==> config.mk <==
export PLATFORM = sky130hd
export DESIGN_NAME = sram_arb2
export DESIGN_NICKNAME = d
export VERILOG_FILES = /design/src/rtl/sram_arb_pkg.sv /design/src/rtl/sram_arb_fair.sv /design/src/rtl/sram_arb2.sv
export SDC_FILE = /design/constraint.sdc
export NUM_CORES = 1
export LEC_CHECK = 0
export ABC_AREA = 1
export CORE_MARGIN = 8
export CORE_UTILIZATION = 29
export CTS_BUF_LIST = sky130_fd_sc_hd__clkbuf_8
export CTS_CLUSTER_SIZE = 30
export DETAILED_ROUTE_END_ITERATION = 8
export HOLD_SLACK_MARGIN = 0.12
export PLACE_DENSITY = 0.83
export SLEW_MARGIN = 5
export SYNTH_ARGS = -nofsm -noshare
export SYNTH_HDL_FRONTEND = slang
export SYNTH_SLANG_ARGS = --single-unit
==> constraint.sdc <==
create_clock -name clk -period 2.25 [get_ports clk]
set_input_delay 0.45 -clock clk [delete_from_list [all_inputs] [get_ports clk]]
set_output_delay 0.45 -clock clk [all_outputs]
set_load 0.05 [all_outputs]
==> src/rtl/sram_arb_pkg.sv <==
// Shared types and defaults for the two-port SRAM arbiter.
package sram_arb_pkg;
    typedef enum logic {P_DATA, P_INST} prio_t;
    typedef enum logic [1:0] {OWN_NONE, OWN_I, OWN_D} own_t;
    localparam int MAXSTALL_DEF = 4;
endpackage

==> src/rtl/sram_arb_fair.sv <==
// Fetch starvation guard: after MAXSTALL contended LSU wins in a row, the
// next cycle favours the IFU.
module sram_arb_fair
    import sram_arb_pkg::*;
#(
    parameter int MAXSTALL = MAXSTALL_DEF
) (
    input  logic clk,
    input  logic rstn,
    input  logic i_req,
    input  logic d_req,
    output logic prio_i
);
    localparam int SW = $clog2(MAXSTALL + 1);

    prio_t         state_q;
    logic [SW-1:0] stall_q;

    always_ff @(posedge clk or posedge rstn) begin
        if (rstn) begin
            state_q <= P_DATA;
            stall_q <= '0;
        end else begin
            case (state_q)
                P_DATA: begin
                    if (i_req && d_req) begin
                        if (stall_q == SW'(MAXSTALL - 1)) begin
                            state_q <= P_INST;
                            stall_q <= '0;
                        end else begin
                            stall_q <= stall_q + 1'b1;
                        end
                    end else begin
                        stall_q <= '0;
                    end
                end
                // One cycle of IFU priority: it is either used or i_req was low.
                P_INST: begin
                    state_q <= P_DATA;
                    stall_q <= '0;
                end
                default: begin
                    state_q <= P_DATA;
                    stall_q <= '0;
                end
            endcase
        end
    end

    assign prio_i = (state_q == P_INST);
endmodule

==> src/rtl/sram_arb2.sv <==
// IFU/LSU arbiter for one single-port synchronous SRAM; LSU has priority,
// fetch starvation bounded by sram_arb_fair.
module sram_arb2
    import sram_arb_pkg::*;
#(
    parameter int AW       = 14,
    parameter int DW       = 32,
    parameter int MAXSTALL = MAXSTALL_DEF,
    parameter int CW       = 16
) (
    input  logic          clk,
    input  logic          rstn,
    input  logic          i_req,
    input  logic [AW-1:0] i_a,
    input  logic          i_flush,
    output logic          i_gnt,
    output logic          i_rvld,
    output logic [DW-1:0] i_rdata,
    input  logic          d_req,
    input  logic [AW-1:0] d_a,
    input  logic [3:0]    d_we,
    input  logic [DW-1:0] d_wd,
    input  logic [3:0]    d_re,
    output logic          d_gnt,
    output logic          d_rvld,
    output logic [DW-1:0] d_rdata,
    output logic          m_e,
    output logic [AW-1:0] m_a,
    output logic [3:0]    m_we,
    output logic [DW-1:0] m_wd,
    input  logic [DW-1:0] m_rd,
    output logic [CW-1:0] conflict_cnt
);
    logic          prio_i;
    own_t          own_q, own_d;
    logic [CW-1:0] cnt_q;

    sram_arb_fair #(.MAXSTALL(MAXSTALL)) u_fair (
        .clk    (clk),
        .rstn   (rstn),
        .i_req  (i_req),
        .d_req  (d_req),
        .prio_i (prio_i)
    );

    // Grants are suppressed while reset is held.
    assign i_gnt = !rstn && i_req && (prio_i || !d_req);
    assign d_gnt = !rstn && d_req && !(prio_i && i_req);

    always_comb begin
        m_e  = 1'b0;
        m_a  = '0;
        m_we = '0;
        m_wd = '0;
        if (i_gnt) begin
            m_e = 1'b1;
            m_a = i_a;
        end else if (d_gnt) begin
            m_e  = 1'b1;
            m_a  = d_a;
            m_we = d_we;
            m_wd = d_wd;
        end
    end

    // A read that also writes owes no response.
    always_comb begin
        own_d = OWN_NONE;
        if (i_gnt)
            own_d = OWN_I;
        else if (d_gnt && (d_re != '0) && (d_we == '0))
            own_d = OWN_D;
    end

    always_ff @(posedge clk or posedge rstn) begin
        if (rstn) begin
            own_q <= OWN_NONE;
            cnt_q <= '0;
        end else begin
            own_q <= own_d;
            if (i_req && d_req && (cnt_q != '1))
                cnt_q <= cnt_q + 1'b1;
        end
    end

    assign i_rvld       = (own_q == OWN_I) && !i_flush;
    assign d_rvld       = (own_q == OWN_D);
    assign i_rdata      = m_rd;
    assign d_rdata      = m_rd;
    assign conflict_cnt = cnt_q;
endmodule

* Word level (Yosys, flattened, before mapping) *
Cells that the tools add are included.

word-level totals
  register bits after elaboration = 22
  input bits = 105
  output and inout bits = 135
  word-level logic and storage cells = 44

operators by class
  $add $sub $neg = 2
  equality and inequality tests = 4
  multiplexer cells = 16
  bitwise logic cells = 1
  reductions and logical operators = 17

operators with widths
  operator                                                         count
  32-bit two-way mux                                               2
  14-bit two-way mux                                               2
  16-bit by 1-bit adder with 16-bit output, second input constant  1
  16-bit inequality test, second input constant                    1
  1-bit logical AND                                                10
  4-bit two-way mux                                                2
  3-bit two-way mux                                                2
  3-bit case mux with 2 select lines                               1
  1-bit logical NOT                                                4
  4-bit logical NOT                                                1
  1-bit two-way mux                                                4
  2-bit two-way mux                                                2
  4-bit nonzero test                                               1
  3-bit by 1-bit adder with 3-bit output, second input constant    1
  3-bit by 2-bit == test with 1-bit output, second input constant  1
  2-bit by 1-bit == test with 1-bit output, second input constant  1
  2-bit == test, second input constant                             1
  1-bit case mux with 2 select lines                               1
  1-bit logical OR                                                 1
  1-bit NOT                                                        1

* Logic depth before layout (Yosys ltp) *
  depth in word-level cells = 7
  gate-level depth with buffers = 9
  gate-level depth less buffers = 9

* Hierarchy *
A second synthesis with hierarchy kept.

second synthesis, totals
  cell total of the unflattened synthesis = 330
  area total of the unflattened synthesis = 2184.6 um^2

modules (own cells, without submodules)
  module         times used  cells an instance  area each (um^2)  seq. area each (um^2)
  sram_arb2      1           311                2010.7            450.4
  sram_arb_fair  1           19                 173.9             100.1

* Least setup slack after synthesis *
No wires, ideal clock.

  path type = input-to-output
  start = in rstn
  end = out m_wd[22]
  data arrival time = 2.201 ns
  required time = 1.800 ns
  slack = -0.401 ns
  stages on the path = 5
  path buffers = 2
  path through = inv_1 > nand3_1 > buf_2 > buf_1 > nor2_1

on the way
  longest elaborated chain between the ends = 5
  elaborated cells between the ends (all ways) = 7
  classes of those cells = mux: 2; reduce/logical: 5

ends and longest elaborated chain
  element                          RTL line         RTL
  start: declaration               sram_arb2.sv:12  input logic rstn,
  1-bit logical NOT (no line) (*)  n/a
  1-bit logical AND (2 in series)  sram_arb2.sv:48  assign d_gnt = !rstn && d_req && !(prio_i && i_req);
  32-bit two-way mux               sram_arb2.sv:58  end else if (d_gnt) begin
  32-bit two-way mux (*)           sram_arb2.sv:55  if (i_gnt) begin
  end: declaration                 sram_arb2.sv:30  output logic [DW-1:0] m_wd,

Mark *: on every way between the ends. The rest lies on a longest branch, timed or not.

* Final worst setup path *
  start = reg cnt_q[0], in the netlist conflict_cnt[0]
  end = out conflict_cnt[0]

RTL lines
  element                   RTL line         RTL
  start: declaration        sram_arb2.sv:36  logic [CW-1:0] cnt_q;
  start signal: assignment  sram_arb2.sv:82  cnt_q <= cnt_q + 1'b1;
  end: declaration          sram_arb2.sv:32  output logic [CW-1:0] conflict_cnt

No word-level cell between the ends.

==> out/metrics.csv <==
metric,value,unit
outcome,"complete, no violations",
Power Dens Cells,412,nW/um^2
"delay-heaviest family, CP",buffers and inverters,
CTS Sinks,22,
worst path cell trace,clkdlybuf4s50_1,
"Arr. time, crit path",1610,ps
sequential share of the synthesized area,0.252,
H-tree depth,1,
I/O Pins,240,
largest net degree at the start of global routing,23,
1st-iter DRT viols,59,
vias in the first global route,2407,
global placer's final weighted congestion,0.917,
Synth cell types,26,
Bufs and invs on worst path,1,
post-layout instance area,4020,sq um
first-pass GRT wire length,12400,um
initial antenna violation count,2,
fin crit share,0.918,
cells after synthesis,334,
endpoints failing setup,0,
IO Port Bufs,143,
Global Route Usage Sum,0.150,
Layout area overhead,83.8,%
reg-to-reg startpoint,conflict_cnt[0],
Fin. Hold Viols,0,
number of fill cells,662,
"Clk pin slew, worst setup/hold paths",80,ps
Peak VDD IR,0.000230,V
via count,2291,
Syn Area/Cell,6.54,sq um
Min-Delay Path Class,input port to async pin,
Setup CP Type,flip-flop to output port,
dpl ws,-97.3,ps
Max Buffers Root-to-Sink,2,
CTS tree,done,
GRT overflow,0,
crit path max fanout,8,
final setup margin,185,ps
Total Die Area,10600,sq um
CP Launch Point,conflict_cnt[0],
CP endpoint kind,output port,
Final Skew,1.91,ps
Ys Warns,0,
"commonest non-fill, non-tap cell in the layout",clkdlybuf4s50_1,
Slew HR,0.653,
root buf cell,clkbuf_8,
MaxCap Viol Count,0,
Pleak,1.87,nW
Inserted Diodes,0,
hold buffer count at CTS,0,
crit path launch type,flip-flop,
WP data required,1800,ps
Pins Over Slew Limit,0,
core area,7290,sq um
worst-margin pin slew,519,ps
HPWL after DPL,7090,um
synthesized flop and latch total,22,
Post-Syn Area,2180,sq um
placed cell area,3940,sq um
CP max stage cell,clkdlybuf4s50_1,
RSZ-0062 raised after global routing,no,
Max Fclk,484,MHz
std cell rows,31,
Initial Utilization,0.300,
post-layout minimum cycle time,2060,ps
DRT antenna net count,0,
post-synth net total,441,
drt drc,0,
"wirelength, routed",8180,um
TritonCTS Buffers,3,
Max stage delay on crit path,860,ps
Die Span X,103,um
routed vias/inst,4.38,
"commonest non-fill, non-tap cells in the layout","clkdlybuf4s50_1, nand2_1, buf_12",
average routed wire per standard cell,15.6,um
final net count,532,
share of cells above drive strength 1,0.264,
clock latency at the later pin of the worst-skew pair,260,ps
first-pass iteration count of the detailed router,4,
Die Y,103,um
## tightest hold or removal path: stages
cell and delay, ps:
dlygate4sd2_1 250, clkinvlp_4 90, buf_4 290
## cell usage after synthesis
master / number / area (sq um)
a21boi_0: 1 / 7.51
a22o_1: 14 / 123
buf_1: 2 / 7.51
buf_2: 3 / 15.0
buf_4: 64 / 480
buf_8: 1 / 15.0
clkbuf_1: 1 / 3.75
dfrtp_1: 22 / 551
ha_1: 2 / 25.0
inv_1: 56 / 210
nand2_1: 79 / 297
nand2_2: 1 / 6.26
nand2_4: 1 / 11.3
nand3_1: 9 / 45.0
nand3b_1: 2 / 15.0
nand4_1: 4 / 25.0
nand4_4: 1 / 21.3
nor2_1: 55 / 206
nor2_2: 3 / 18.8
nor2_4: 1 / 11.3
nor3_1: 2 / 10.0
nor3b_1: 1 / 7.51
nor4_1: 1 / 6.26
o21ai_0: 1 / 5.00
xnor2_1: 5 / 43.8
xor2_1: 2 / 17.5
## sequential cells by signal (all words and copies together) (netlist names)
register,count
u_fair.stall_q,3
own_q,2
conflict_cnt,16
u_fair.prio_i,1
## what timing repair did
item	in CTS	in global routing
resized for setup	6	0
setup buffers	1	0
setup endpoints to repair	20	0
## cells by family after synthesis
| logic type | synth area share |
|---|---|
| AO/OA/AOI/OAI | 0.0619 |
| flip-flops | 0.252 |
| buffers and inverters | 0.335 |
| XOR/XNOR | 0.0281 |
| adder cells (fa/ha/maj) | 0.0115 |
| AND/OR/NAND/NOR | 0.312 |
## metal layers
layer | wire length [um] | GRT usage | vias up
met5 | 23 | 0 | -
met3 | 793 | 0.0520 | 24
met4 | 193 | 0.0478 | 4
met2 | 4440 | 0.283 | 110
li1 | - | - | 1118
met1 | 2730 | 0.150 | 1035
## final timing paths
path / end / slack [ps] / cells past startpoint
min reg2reg: u_fair.stall_q[0] / 450 / 1
max in group asynchronous: conflict_cnt[14] / 1600 / 3
min in group clk: u_fair.stall_q[0] / 450 / 1
max reg2reg: conflict_cnt[10] / 480 / 9
min: own_q[1] / 430 / 3
max: conflict_cnt[0] / 190 / 1
## metrics by stage
| stage | instances | setup TNS (ps) | hold slack (ps) | power, mW | util |
|---|---|---|---|---|---|
| 6_report | 523 | 0 | 426 | 1.65 | 0.551 |
| 5_1_grt | 523 | 0 | 472 | 1.73 | 0.551 |
| 4_1_cts | 523 | 0 | 435 | 1.67 | 0.551 |
| 3_5_place_dp | 518 | -1240 | 444 | 1.38 | 0.540 |
| 3_3_place_gp | 518 | -822 | 427 | 1.36 | 0.540 |
| 2_1_floorplan | 334 | 0 | 324 | 1.22 | - |
## area by class of cell
type	instances	area, sq um	area share
flip-flops and latches	22	551	0.137
repair buffers	157	2100	0.522
clock buffers	4	55.1	0.0137
well taps	99	124	0.0308
multi-input cells	185	971	0.242
inverters	56	218	0.0542
## power by group
part	switching, mW	leakage [nW]	internal, mW
clock network	0.131	0.0288	0.156
registers	0.0565	0.290	0.429
logic	0.471	1.55	0.410
Power figures use the tool's default switching activity.
